--- config.mk ---
export PLATFORM = sky130hd
export DESIGN_NAME = uart_tx_arbiter_flat
export DESIGN_NICKNAME = d
export VERILOG_FILES = /design/src/rtl/uart_tx_arbiter_if.sv /design/src/rtl/uart_tx_arbiter.sv /design/src/flat_wrapper.sv
export SDC_FILE = /design/constraint.sdc
export NUM_CORES = 1
export LEC_CHECK = 0
export CAP_MARGIN = 25
export CORE_MARGIN = 3
export CORE_UTILIZATION = 55
export DETAILED_ROUTE_END_ITERATION = 10
export MAX_ROUTING_LAYER = met4
export PLACE_DENSITY = 0.87
export SLEW_MARGIN = 20
export SYNTH_ARGS = -nofsm -noshare
export SYNTH_HDL_FRONTEND = slang
export SYNTH_SLANG_ARGS = --single-unit
export TNS_END_PERCENT = 50
--- constraint.sdc ---
create_clock -name clk -period 4.15 [get_ports clk]
set_input_delay 0.6225 -clock clk [delete_from_list [all_inputs] [get_ports clk]]
set_output_delay 0.6225 -clock clk [all_outputs]
set_load 0.05 [all_outputs]
--- src/rtl/uart_tx_arbiter_if.sv ---
// Requester and UART transmit bundle for uart_tx_arbiter.
// Master drives requests and txrdy; slave is the arbiter.
interface uart_tx_arbiter_if #(
   parameter int NUM_REQ = 4
);
   logic [NUM_REQ-1:0]   req;
   logic [8*NUM_REQ-1:0] req_data;
   logic [NUM_REQ-1:0]   req_last;
   logic [NUM_REQ-1:0]   ack;
   logic [NUM_REQ-1:0]   grant;
   logic [7:0]           uart_data;
   logic                 uart_wr;
   logic                 txrdy;
   logic                 busy;

   modport master (
      output req, req_data, req_last, txrdy,
      input  ack, grant, uart_data, uart_wr, busy
   );

   modport slave (
      input  req, req_data, req_last, txrdy,
      output ack, grant, uart_data, uart_wr, busy
   );
endinterface

--- src/rtl/uart_tx_arbiter.sv ---
// Round-robin byte arbiter sharing one UART transmitter,
// with packet locking, post-write gap and lock timeout.
module uart_tx_arbiter #(
   parameter int NUM_REQ      = 4,
   parameter int WR_GAP       = 2,
   parameter int LOCK_TIMEOUT = 255
) (
   input logic              clk,
   input logic              reset,
   uart_tx_arbiter_if.slave bus
);
   localparam int PW = (NUM_REQ > 1) ? $clog2(NUM_REQ) : 1;

   typedef enum logic [1:0] {IDLE, SEND, GAP, HOLD} state_t;

   state_t        state;
   logic [PW-1:0] rr;
   logic [3:0]    gap_cnt;
   logic [7:0]    tmo_cnt;
   logic          lock;

   logic          found;
   logic [PW-1:0] win;
   logic [7:0]    win_data;
   logic          win_last;
   logic          own_req;
   logic [7:0]    own_data;
   logic          own_last;

   // Walk downward so the nearest requester above rr is chosen last.
   always_comb begin
      int j;
      logic [PW-1:0] idx;
      found = 1'b0;
      win   = '0;
      j     = 0;
      idx   = '0;
      for (int k = NUM_REQ; k >= 1; k--) begin
         j = int'(rr) + k;
         if (j >= NUM_REQ) j = j - NUM_REQ;
         idx = PW'(j);
         if (bus.req[idx]) begin
            found = 1'b1;
            win   = idx;
         end
      end
   end

   always_comb begin
      win_data = 8'h00;
      win_last = 1'b0;
      own_req  = 1'b0;
      own_data = 8'h00;
      own_last = 1'b0;
      for (int i = 0; i < NUM_REQ; i++) begin
         if (PW'(i) == win) begin
            win_data = bus.req_data[8*i +: 8];
            win_last = bus.req_last[i];
         end
         if (PW'(i) == rr) begin
            own_req  = bus.req[i];
            own_data = bus.req_data[8*i +: 8];
            own_last = bus.req_last[i];
         end
      end
   end

   always_ff @(posedge clk) begin
      if (reset) begin
         state         <= IDLE;
         rr            <= PW'(NUM_REQ - 1);
         gap_cnt       <= '0;
         tmo_cnt       <= '0;
         lock          <= 1'b0;
         bus.ack       <= '0;
         bus.grant     <= '0;
         bus.uart_data <= 8'h00;
         bus.uart_wr   <= 1'b0;
      end else begin
         bus.ack     <= '0;
         bus.uart_wr <= 1'b0;
         unique case (state)
            IDLE: begin
               if (bus.txrdy && found) begin
                  rr            <= win;
                  lock          <= !win_last;
                  bus.grant     <= NUM_REQ'(1) << win;
                  bus.ack       <= NUM_REQ'(1) << win;
                  bus.uart_data <= win_data;
                  bus.uart_wr   <= 1'b1;
                  tmo_cnt       <= '0;
                  state         <= SEND;
               end
            end
            SEND: begin
               gap_cnt <= 4'(WR_GAP - 1);
               state   <= GAP;
            end
            GAP: begin
               if (gap_cnt == 4'd0) begin
                  if (lock) begin
                     tmo_cnt <= '0;
                     state   <= HOLD;
                  end else begin
                     bus.grant <= '0;
                     state     <= IDLE;
                  end
               end else begin
                  gap_cnt <= gap_cnt - 4'd1;
               end
            end
            HOLD: begin
               if (own_req && bus.txrdy) begin
                  lock          <= !own_last;
                  bus.ack       <= bus.grant;
                  bus.uart_data <= own_data;
                  bus.uart_wr   <= 1'b1;
                  tmo_cnt       <= '0;
                  state         <= SEND;
               end else if (!own_req) begin
                  // Owner stalled mid-packet; release after the timeout.
                  if (tmo_cnt == 8'(LOCK_TIMEOUT - 1)) begin
                     bus.grant <= '0;
                     lock      <= 1'b0;
                     state     <= IDLE;
                  end else begin
                     tmo_cnt <= tmo_cnt + 8'd1;
                  end
               end
            end
            default: state <= IDLE;
         endcase
      end
   end

   assign bus.busy = (state != IDLE) || (bus.grant != '0);
endmodule

--- src/flat_wrapper.sv ---
// flat-port wrapper written by rule: the top's interface ports become plain ports
module uart_tx_arbiter_flat 
#(
   parameter int NUM_REQ      = 4,
   parameter int WR_GAP       = 2,
   parameter int LOCK_TIMEOUT = 255
)
  (clk, reset, bus_req, bus_req_data, bus_req_last, bus_txrdy, bus_ack, bus_grant, bus_uart_data, bus_uart_wr, bus_busy);
  uart_tx_arbiter_if #(.NUM_REQ(NUM_REQ)) bus_i ();
  input logic clk;
  input logic reset;
  input wire logic [$bits(bus_i.req)-1:0] bus_req;
  input wire logic [$bits(bus_i.req_data)-1:0] bus_req_data;
  input wire logic [$bits(bus_i.req_last)-1:0] bus_req_last;
  input wire logic [$bits(bus_i.txrdy)-1:0] bus_txrdy;
  output wire logic [$bits(bus_i.ack)-1:0] bus_ack;
  output wire logic [$bits(bus_i.grant)-1:0] bus_grant;
  output wire logic [$bits(bus_i.uart_data)-1:0] bus_uart_data;
  output wire logic [$bits(bus_i.uart_wr)-1:0] bus_uart_wr;
  output wire logic [$bits(bus_i.busy)-1:0] bus_busy;
  assign bus_i.req = bus_req;
  assign bus_i.req_data = bus_req_data;
  assign bus_i.req_last = bus_req_last;
  assign bus_i.txrdy = bus_txrdy;
  assign bus_ack = bus_i.ack;
  assign bus_grant = bus_i.grant;
  assign bus_uart_data = bus_i.uart_data;
  assign bus_uart_wr = bus_i.uart_wr;
  assign bus_busy = bus_i.busy;
  uart_tx_arbiter #(.NUM_REQ(NUM_REQ), .WR_GAP(WR_GAP), .LOCK_TIMEOUT(LOCK_TIMEOUT)) u_core (.clk(clk), .reset(reset), .bus(bus_i));
endmodule
==> results of run 1 <==
cell usage in the layout, fill, tap and decap left out, types with 2 or more instances in the layout:
master           count
clkbuf_8             6
o21ai_0             12
dfxtp_1             34
a211oi_1             5
a221oi_1             9
nor2b_1              4
a21oi_1             24
o21ai_1              8
o21a_1               2
a211o_1             10
nand2_1             24
buf_4                5
mux2i_1             11
mux4_2               2
inv_1               18
or3_1                4
a311oi_1             3
o22ai_1              9
a211oi_2             6
a32oi_1              2
mux2_2               5
nand4_1              5
a22oi_1              6
and3_1               3
nand3b_1             2
nand3_1              3
nor2_1              24
nor3_1               6
mux2_1               7
nor4_1               3
clkdlybuf4s50_1     60
ha_1                13
registers in the layout, summed over array words and instances, names as in the netlist:
signal,count
u_core.bus.uart_wr,1
u_core.bus.ack,4
u_core.state,2
u_core.bus.uart_data,8
u_core.lock,1
u_core.gap_cnt,4
u_core.rr,2
u_core.tmo_cnt,8
u_core.bus.grant,4
routing by layer:
metal / global-route usage / wire length (um) / up-vias
met3: 0.0567 / 506 / 6
met5: - / 0 / -
met2: 0.463 / 3570 / 113
li1: - / - / 1288
met4: 0.101 / 46 / 0
met1: 0.330 / 3120 / 1296
area by class of cell:
cell class	count	area share
multi-input combinational	241	0.536
inverter	20	0.0224
clock inverter	2	0.00374
sequential	34	0.203
tap	52	0.0194
clock buffer	6	0.0247
timing repair buffer	65	0.191
cell families (layout without fill, tap and decap cells):
group,Yosys count,count (layout),share of synthesized area
AOI/OAI and AO/OA,115,115,0.333
DFF,34,34,0.255
buffers and inverters,41,93,0.0737
adders and majority gates,13,13,0.0610
and+or+nand+nor,85,85,0.156
muxes,26,26,0.114
xor gates and xnor gates,2,2,0.00657
power groups by stage:
stage | clock, mW | sequential, mW | combinational, mW
finish | 0.260 | 0.507 | 1.54
global route | 0.277 | 0.518 | 1.66
CTS | 0.264 | 0.504 | 1.52
detailed placement | 0 | 0.509 | 1.51
global placement | 0 | 0.505 | 1.48
floorplan | 0 | 0.633 | 1.05
worst min path at each step:
stage | slack, ns | end | cells past startpoint
after floorplan | 0.45 | u_core.tmo_cnt[7]$_SDFFE_PP0P_ | 2
after global placement | 0.46 | u_core.tmo_cnt[7]$_SDFFE_PP0P_ | 2
after detailed placement | 0.48 | u_core.tmo_cnt[7]$_SDFFE_PP0P_ | 2
after CTS | 0.49 | u_core.tmo_cnt[7]$_SDFFE_PP0P_ | 2
after global routing | 0.53 | u_core.gap_cnt[0]$_SDFFE_PP0P_ | 1
final | 0.48 | u_core.tmo_cnt[7]$_SDFFE_PP0P_ | 2
critical path: stages, from the launching register on:
cell and delay, ns:
dfxtp_1 0.67, inv_1 0.16, ha_1 0.47, mux4_2 0.38, o21bai_4 0.20, a22oi_4 0.60, buf_4 0.28, nor2_1 0.11
a211o_1 0.29
per-stage QoR:
step / instances / setup WS (ns) / cell area [um2] / total power, mW
6_report: 420 / 0.868 / 3350 / 2.31
5_1_grt: 420 / 0.628 / 3350 / 2.46
2_1_floorplan: 316 / 1.62 / 2670 / 1.69
4_1_cts: 420 / 0.750 / 3340 / 2.29
3_5_place_dp: 412 / 0.752 / 3250 / 2.02
3_3_place_gp: 412 / 0.882 / 3250 / 1.98
==> results.json, run 1 <==
{
  "critPathKind": "register to register",
  "drv_slew": 0,
  "min_path_type": "register to register",
  "numCtsBuffers": 5,
  "syn_area_per_cell_um2": 8.43,
  "synth_top_cell_area_share": 0.255,
  "outcome": "completed",
  "synth_edf_count": 0,
  "fin_tns_setup_ns": 0,
  "ys_ff_latch": 34,
  "rr_startpoint": "u_core.rr[0]$_SDFFE_PP1P_",
  "clk_pin_slew_worst_paths_ns": 0.07,
  "cts.repair.resized": 0,
  "vias": 2703,
  "grt_pass1_wl_mm": 11.9,
  "netSwitchingFraction": 0.500,
  "ys_top_cells_by_area": "dfxtp_1 26%, ha_1 6.1%, a21oi_1 4.5%",
  "fin_util": 0.743,
  "endpoint_kind": "register",
  "yosys.cell_count.top_type": "dfxtp_1",
  "die_w_um": 75.6,
  "cts.sinks": 34,
  "clockPowerShare": 0.113,
  "max_cap_violations": 0,
  "routed_wirelength_mm": 7.24,
  "seq_area_um2": 681,
  "min_from": "u_core.tmo_cnt[7]$_SDFFE_PP0P_",
  "die_area_mm2": 0.00572,
  "hold_violations": 0,
  "dp.final_hpwl_mm": 5.26,
  "die_h_um": 75.6,
  "p_leak_nw": 1.25,
  "holdWs_ns": 0.484,
  "ctsHoldBuffers": 0,
  "syn_area_mm2": 0.00267,
  "power.share.sequential": 0.220,
  "rsz0062_at_grt": "false",
  "antenna_cells": 0,
  "route.detailed.drc": 0,
  "arrival_ns": 3.46,
  "ios": 61,
  "synth-seq-area-share": 0.255,
  "post_cts_buffers": 0,
  "p_sw_mw": 1.15,
  "p_int_mw": 1.15,
  "synthFlopType": "dfxtp_1",
  "clock_latency_ns": 0.29,
  "yosysTopAreaCell": "dfxtp_1",
  "htreeDepth": 2,
  "grt_antenna_before_repair": 0,
  "fin_nets": 423,
  "rows": 24,
  "globalplace.congestion": 0.831,
  "grt_usage": 0.278,
  "synthCells": 316,
  "grt_overflow_total": 0,
  "port_buffers": 60,
  "p_comb_frac": 0.668,
  "drt_pass1_iterations": 5,
  "cp.required_ns": 4.33,
  "initial_core_util": 0.592,
  "yosysUniqueCellTypes": 66,
  "post_drt_wl_per_cell_um": 17.2,
  "crit_end": "u_core.rr[1]$_SDFFE_PP1P_",
  "grt_max_degree": 25,
  "cts_tree": "done",
  "setup_viol": 0,
  "r2r_slack_ns": 0.87,
  "cts_root_buffer": "clkbuf_8",
  "r2r-end": "u_core.rr[1]$_SDFFE_PP1P_",
  "ant_nets": 0,
  "slew_headroom": 0.420,
  "syn2layout_area_growth_pct": 25.5,
  "worstPathMaxFanout": 24,
  "drtIter0Drc": 182,
  "ys.warnings.count": 0,
  "avgViaCountPerCell": 6.44,
  "synth.net_count": 372,
  "drive_gt1_frac": 0.111,
  "fin_skew_ns": 0.00539,
  "grt_pass1_vias": 2638,
  "cts_max_path_buffers": 2,
  "nFillCells": 337,
  "multi_input_area_mm2": 0.00179,
  "vdd_drop_max_mv": 0.739,
  "worst_pin_slew_ns": 0.869,
  "fmax_mhz": 305,
  "synth_top_cells_by_count": "34 x dfxtp_1, 24 x a21oi_1, 24 x nand2_1, 24 x nor2_1, 18 x inv_1",
  "critPathLaunch": "u_core.rr[0]$_SDFFE_PP1P_",
  "crit_path_start_kind": "register",
  "async_reset_ff_frac": 0,
  "power_density_mw_per_mm2": 690,
  "core_area_mm2": 0.00450,
  "period_needed_ns": 3.28,
  "period_share": 0.791,
  "r2r_cells": 8
}
(Power assumes the default switching activity.)
==> inputs of run 2 (changes only) <==
Settings changed: CORE_UTILIZATION 55 to 46, PLACE_DENSITY 0.87 to 0.77.
Clock period 4.15 ns to 2.75 ns, I/O delays scaled along.
==> results.json, run 2 (synthesis gave the netlist of run 1 again) <==
{
  "clock_latency_ns": 0.29,
  "avgViaCountPerCell": 5.97,
  "vdd_drop_max_mv": 0.732,
  "vias": 2700,
  "use_met1": 0.304,
  "drt_pass1_iterations": 7,
  "numCtsBuffers": 5,
  "grt_max_degree": 32,
  "drtIter0Drc": 210,
  "crit_path_start_kind": "input port",
  "grt_antenna_before_repair": 0,
  "syn2layout_area_growth_pct": 31.0,
  "slew_headroom": 0.459,
  "drv_slew": 0,
  "fin_util": 0.630,
  "routed_wirelength_mm": 7.37,
  "post_cts_buffers": 0,
  "crit_slowest_cell": "mux4_2",
  "pre_cts_slack_ns": -0.0896,
  "initial_core_util": 0.481,
  "cts.sinks": 34,
  "grt_util_met3": 0.0304,
  "hold_violations": 0,
  "cp.required_ns": 2.91,
  "worstPathMaxFanout": 31,
  "period_share": 0.928,
  "hold_depth": 2,
  "setup_viol": 0,
  "grt_overflow_total": 0,
  "fin_skew_ns": 0.00867,
  "die_area_mm2": 0.00674,
  "p_leak_nw": 1.33,
  "core_area_mm2": 0.00554,
  "grt_util_met2": 0.394,
  "nFillCells": 489,
  "busiest_layer": "met2",
  "grt_pass1_wl_mm": 12.2,
  "worst_slack_ns": 0.198,
  "r2r_cells": 9,
  "grt_usage": 0.237,
  "outcome": "completed",
  "clk_pin_slew_worst_paths_ns": 0.07,
  "post_drt_wl_per_cell_um": 16.3,
  "final_cells": 452,
  "cts_max_path_buffers": 2,
  "cts_tree": "done",
  "critPathKind": "input port to register",
  "cts_root_buffer": "clkbuf_8",
  "globalplace.congestion": 0.828,
  "die_h_um": 82.1,
  "dp.final_hpwl_mm": 5.45,
  "rows": 27,
  "path_cells": "clkdlybuf4s50_1, mux4_2, o21bai_4, a22oi_4, buf_12, mux2_1, o21ai_1, o22ai_1",
  "top_regs": "u_core.bus.uart_data x8, u_core.tmo_cnt x8",
  "arrival_ns": 2.71,
  "rsz0062_at_grt": "false",
  "drive_gt1_frac": 0.142,
  "fin_nets": 435,
  "ant_nets": 0,
  "power_density_mw_per_mm2": 1050,
  "period_needed_ns": 2.55,
  "dpl.cell_count": 444,
  "slowest_delay_ns": 0.56,
  "worst_pin_slew_ns": 0.805,
  "layout_commonest_cell": "clkdlybuf4s50_1",
  "route.detailed.drc": 0,
  "antenna_cells": 0,
  "port_buffers": 60,
  "die_w_um": 82.1,
  "grt_pass1_vias": 2613,
  "ios": 61,
  "fmax_mhz": 392,
  "htreeDepth": 2,
  "final_cell_mix": "60 x clkdlybuf4s50_1, 34 x dfxtp_1, 24 x nand2_1, 24 x nor2_1, 24 x a21oi_1",
  "min_path_type": "register to register",
  "endpoint_kind": "register",
  "max_cap_violations": 0
}
-- run 2: cell types whose count changed in the layout (fill, tap and decap cells not counted) --
cell	before	now
nor2b_2	0	1
buf_4	5	16
clkinvlp_4	1	0
clkinv_2	1	0
clkbuf_8	6	8
buf_12	0	1
nor2b_1	4	3
-- run 2: per-layer routing --
layer  part of all wire  vias up
li1                   -     1322
met4              0.014        0
met3              0.053       11
met1               0.45     1267
met2               0.49      100
met5                  0        -
-- run 2: stage by stage --
step	TNS [ns]	instance area [um2]	power [mW]	hold slack, ns
finish	0	3490	3.66	0.492
global route	0	3490	3.91	0.519
CTS	0	3480	3.65	0.487
detailed placement	-0.615	3370	3.20	0.476
global placement	-0.00444	3370	3.14	0.466
floorplan	0	2670	2.54	0.452
-- run 2: area by class of cell --
type	count	area, um2	area share
clock buffer	8	110	0.0315
inverter	20	75.1	0.0215
multi-input combinational	241	1790	0.514
sequential	34	681	0.195
tap	72	90.1	0.0258
timing repair buffer	77	741	0.212
-- run 2: repair_timing --
item	in CTS	in global routing
hold buffers	0	0
setup endpoints to repair	0	7
resized for setup	0	2
-- run 2: worst max-delay path, delay by kind of cell --
kind,cells,cell delay (ns)
AOI/OAI and AO/OA,4,0.61
buffers and inverters,2,0.74
muxes,2,0.92
-- run 2: final timing paths --
kind,from,to,slack (ns)
worst max-delay path,bus_req[1],u_core.bus.uart_data[7]$_SDFFE_PP0P_,0.20
worst min-delay path,u_core.tmo_cnt[7]$_SDFFE_PP0P_,u_core.tmo_cnt[7]$_SDFFE_PP0P_,0.49
worst max register to register,u_core.rr[1]$_SDFFE_PP1P_,u_core.bus.uart_data[7]$_SDFFE_PP0P_,0.22
worst min register to register,u_core.tmo_cnt[7]$_SDFFE_PP0P_,u_core.tmo_cnt[7]$_SDFFE_PP0P_,0.49
-- run 2: power breakdown --
| part | total [mW] | internal, mW | switching, mW |
|---|---|---|---|
| Clock | 0.432 | 0.253 | 0.179 |
| Combinational | 2.48 | 1.03 | 1.45 |
| Sequential | 0.742 | 0.619 | 0.123 |
==> inputs of run 3 (changes only) <==
Settings changed: SETUP_SLACK_MARGIN from default to 0.3.
==> results.json, run 3 (synthesis gave the netlist of run 1 again) <==
{
  "seq_area_um2": 683,
  "cts.sinks": 34,
  "min_path_type": "register to register",
  "grt_pass1_vias": 2671,
  "clock_latency_ns": 0.28,
  "outcome": "completed",
  "fmax_mhz": 418,
  "ant_nets": 0,
  "worst_pin_slew_ns": 0.707,
  "critPathKind": "input port to register",
  "layout_commonest_cell": "clkdlybuf4s50_1",
  "slowest_delay_ns": 0.52,
  "initial_core_util": 0.481,
  "path_cells": "clkdlybuf4s50_1, mux4_2, o21bai_4, a22oi_4, buf_12, mux2_1, o21ai_0, o22ai_1",
  "worst_slack_ns": 0.359,
  "syn2layout_area_growth_pct": 34.1,
  "dp.final_hpwl_mm": 5.46,
  "period_needed_ns": 2.39,
  "numCtsBuffers": 5,
  "cts_tree": "done",
  "globalplace.congestion": 0.828,
  "hold_violations": 0,
  "power_density_mw_per_mm2": 1070,
  "vias": 2706,
  "cts_max_path_buffers": 2,
  "rows": 27,
  "grt_max_degree": 24,
  "p_leak_nw": 1.37,
  "core_area_mm2": 0.00554,
  "drv_slew": 0,
  "nFillCells": 461,
  "fin_tns_setup_ns": 0,
  "slew_headroom": 0.524,
  "route.detailed.drc": 0,
  "drtIter0Drc": 169,
  "routed_wirelength_mm": 7.49,
  "die_area_mm2": 0.00674,
  "rsz0062_at_grt": "true",
  "crit_slowest_cell": "mux4_2",
  "setup_viol": 0,
  "top_regs": "u_core.bus.uart_data x8, u_core.tmo_cnt x8",
  "crit_path_start_kind": "input port",
  "grt_pass1_wl_mm": 12.1,
  "cts_root_buffer": "clkbuf_8",
  "drive_gt1_frac": 0.164,
  "worstPathMaxFanout": 11,
  "fin_nets": 440,
  "vdd_drop_max_mv": 0.595,
  "pre_cts_slack_ns": 0.0136,
  "max_cap_violations": 0,
  "post_drt_wl_per_cell_um": 16.4,
  "wl_met2_mm": 3.65,
  "avgViaCountPerCell": 5.93,
  "endpoint_kind": "register",
  "period_share": 0.870,
  "final_cell_mix": "60 x clkdlybuf4s50_1, 32 x dfxtp_1, 24 x nand2_1, 24 x nor2_1, 24 x a21oi_1",
  "wl_met1_mm": 3.30,
  "route.met3.wl_um": 381,
  "ctsHoldBuffers": 0,
  "htreeDepth": 2,
  "antenna_cells": 0,
  "grt_overflow_total": 0,
  "grt_antenna_before_repair": 0,
  "multi_input_area_mm2": 0.00181,
  "top_layer_used": "met4",
  "grt_usage": 0.233,
  "arrival_ns": 2.55,
  "cp.required_ns": 2.91,
  "port_buffers": 60,
  "ios": 61,
  "clk_pin_slew_worst_paths_ns": 0.07,
  "die_w_um": 82.1,
  "fin_skew_ns": 0.00389,
  "die_h_um": 82.1,
  "drt_pass1_iterations": 4
}
## run 3: changes by cell type in the layout (fill, tap and decap cells not counted), sizes merged
| cell | previous run | this run |
|---|---|---|
| buf | 17 | 21 |
| bufinv | 0 | 1 |
| clkbuf | 8 | 7 |
## run 3: worst paths after layout
path | to | depth (start not counted) | slack [ns] | startpoint
worst min register to register | u_core.tmo_cnt[7]$_SDFFE_PP0P_ | 2 | 0.48 | u_core.tmo_cnt[7]$_SDFFE_PP0P_
worst max-delay path | u_core.bus.uart_data[0]$_SDFFE_PP0P_ | 8 | 0.36 | bus_req[2]
worst min-delay path | u_core.tmo_cnt[7]$_SDFFE_PP0P_ | 2 | 0.48 | u_core.tmo_cnt[7]$_SDFFE_PP0P_
worst max register to register | u_core.bus.uart_data[0]$_SDFFE_PP0P_ | 9 | 0.39 | u_core.rr[0]$_SDFFE_PP1P_
## run 3: area by class of cell
| cell class | instances | area share |
|---|---|---|
| repair buffers | 82 | 0.224 |
| well taps | 72 | 0.0252 |
| multi-input cells | 241 | 0.508 |
| inverters | 20 | 0.0210 |
| flip-flops and latches | 34 | 0.191 |
| clock inverters | 1 | 0.00840 |
| clock buffers | 6 | 0.0231 |
## run 3: timing repair
action	in CTS	in global routing
setup endpoints to repair	0	18
setup buffers	0	3
gates resized for setup	0	9
## run 3: report_power, final
part | switching, mW | internal [mW]
Sequential | 0.120 | 0.621
Clock | 0.175 | 0.290
Combinational | 1.49 | 1.11
Total | 1.79 | 2.02
## run 3: worst max-delay path, delay by kind of cell
kind	cells	cell delay, ns
muxes	2	0.84
AOI/OAI and AO/OA	4	0.66
buffers and inverters	2	0.64
## run 3: layer usage
metal / global-route usage / vias up
met1: 0.289 / 1276
li1: - / 1333
met3: 0.0380 / 13
met5: - / -
met2: 0.380 / 84
met4: 0.0897 / 0
## run 3: through the flow
step                      std cells  hold WS [ns]  power (mW)   util  area [um2]
after floorplan                 316         0.452        2.55      -        2670
after global routing            456         0.525        4.05  0.645        3570
after CTS                       452         0.488        3.66  0.631        3500
after global placement          445         0.466        3.13  0.611        3380
after detailed placement        445         0.478        3.19  0.611        3380
final                           456         0.483        3.81  0.645        3570
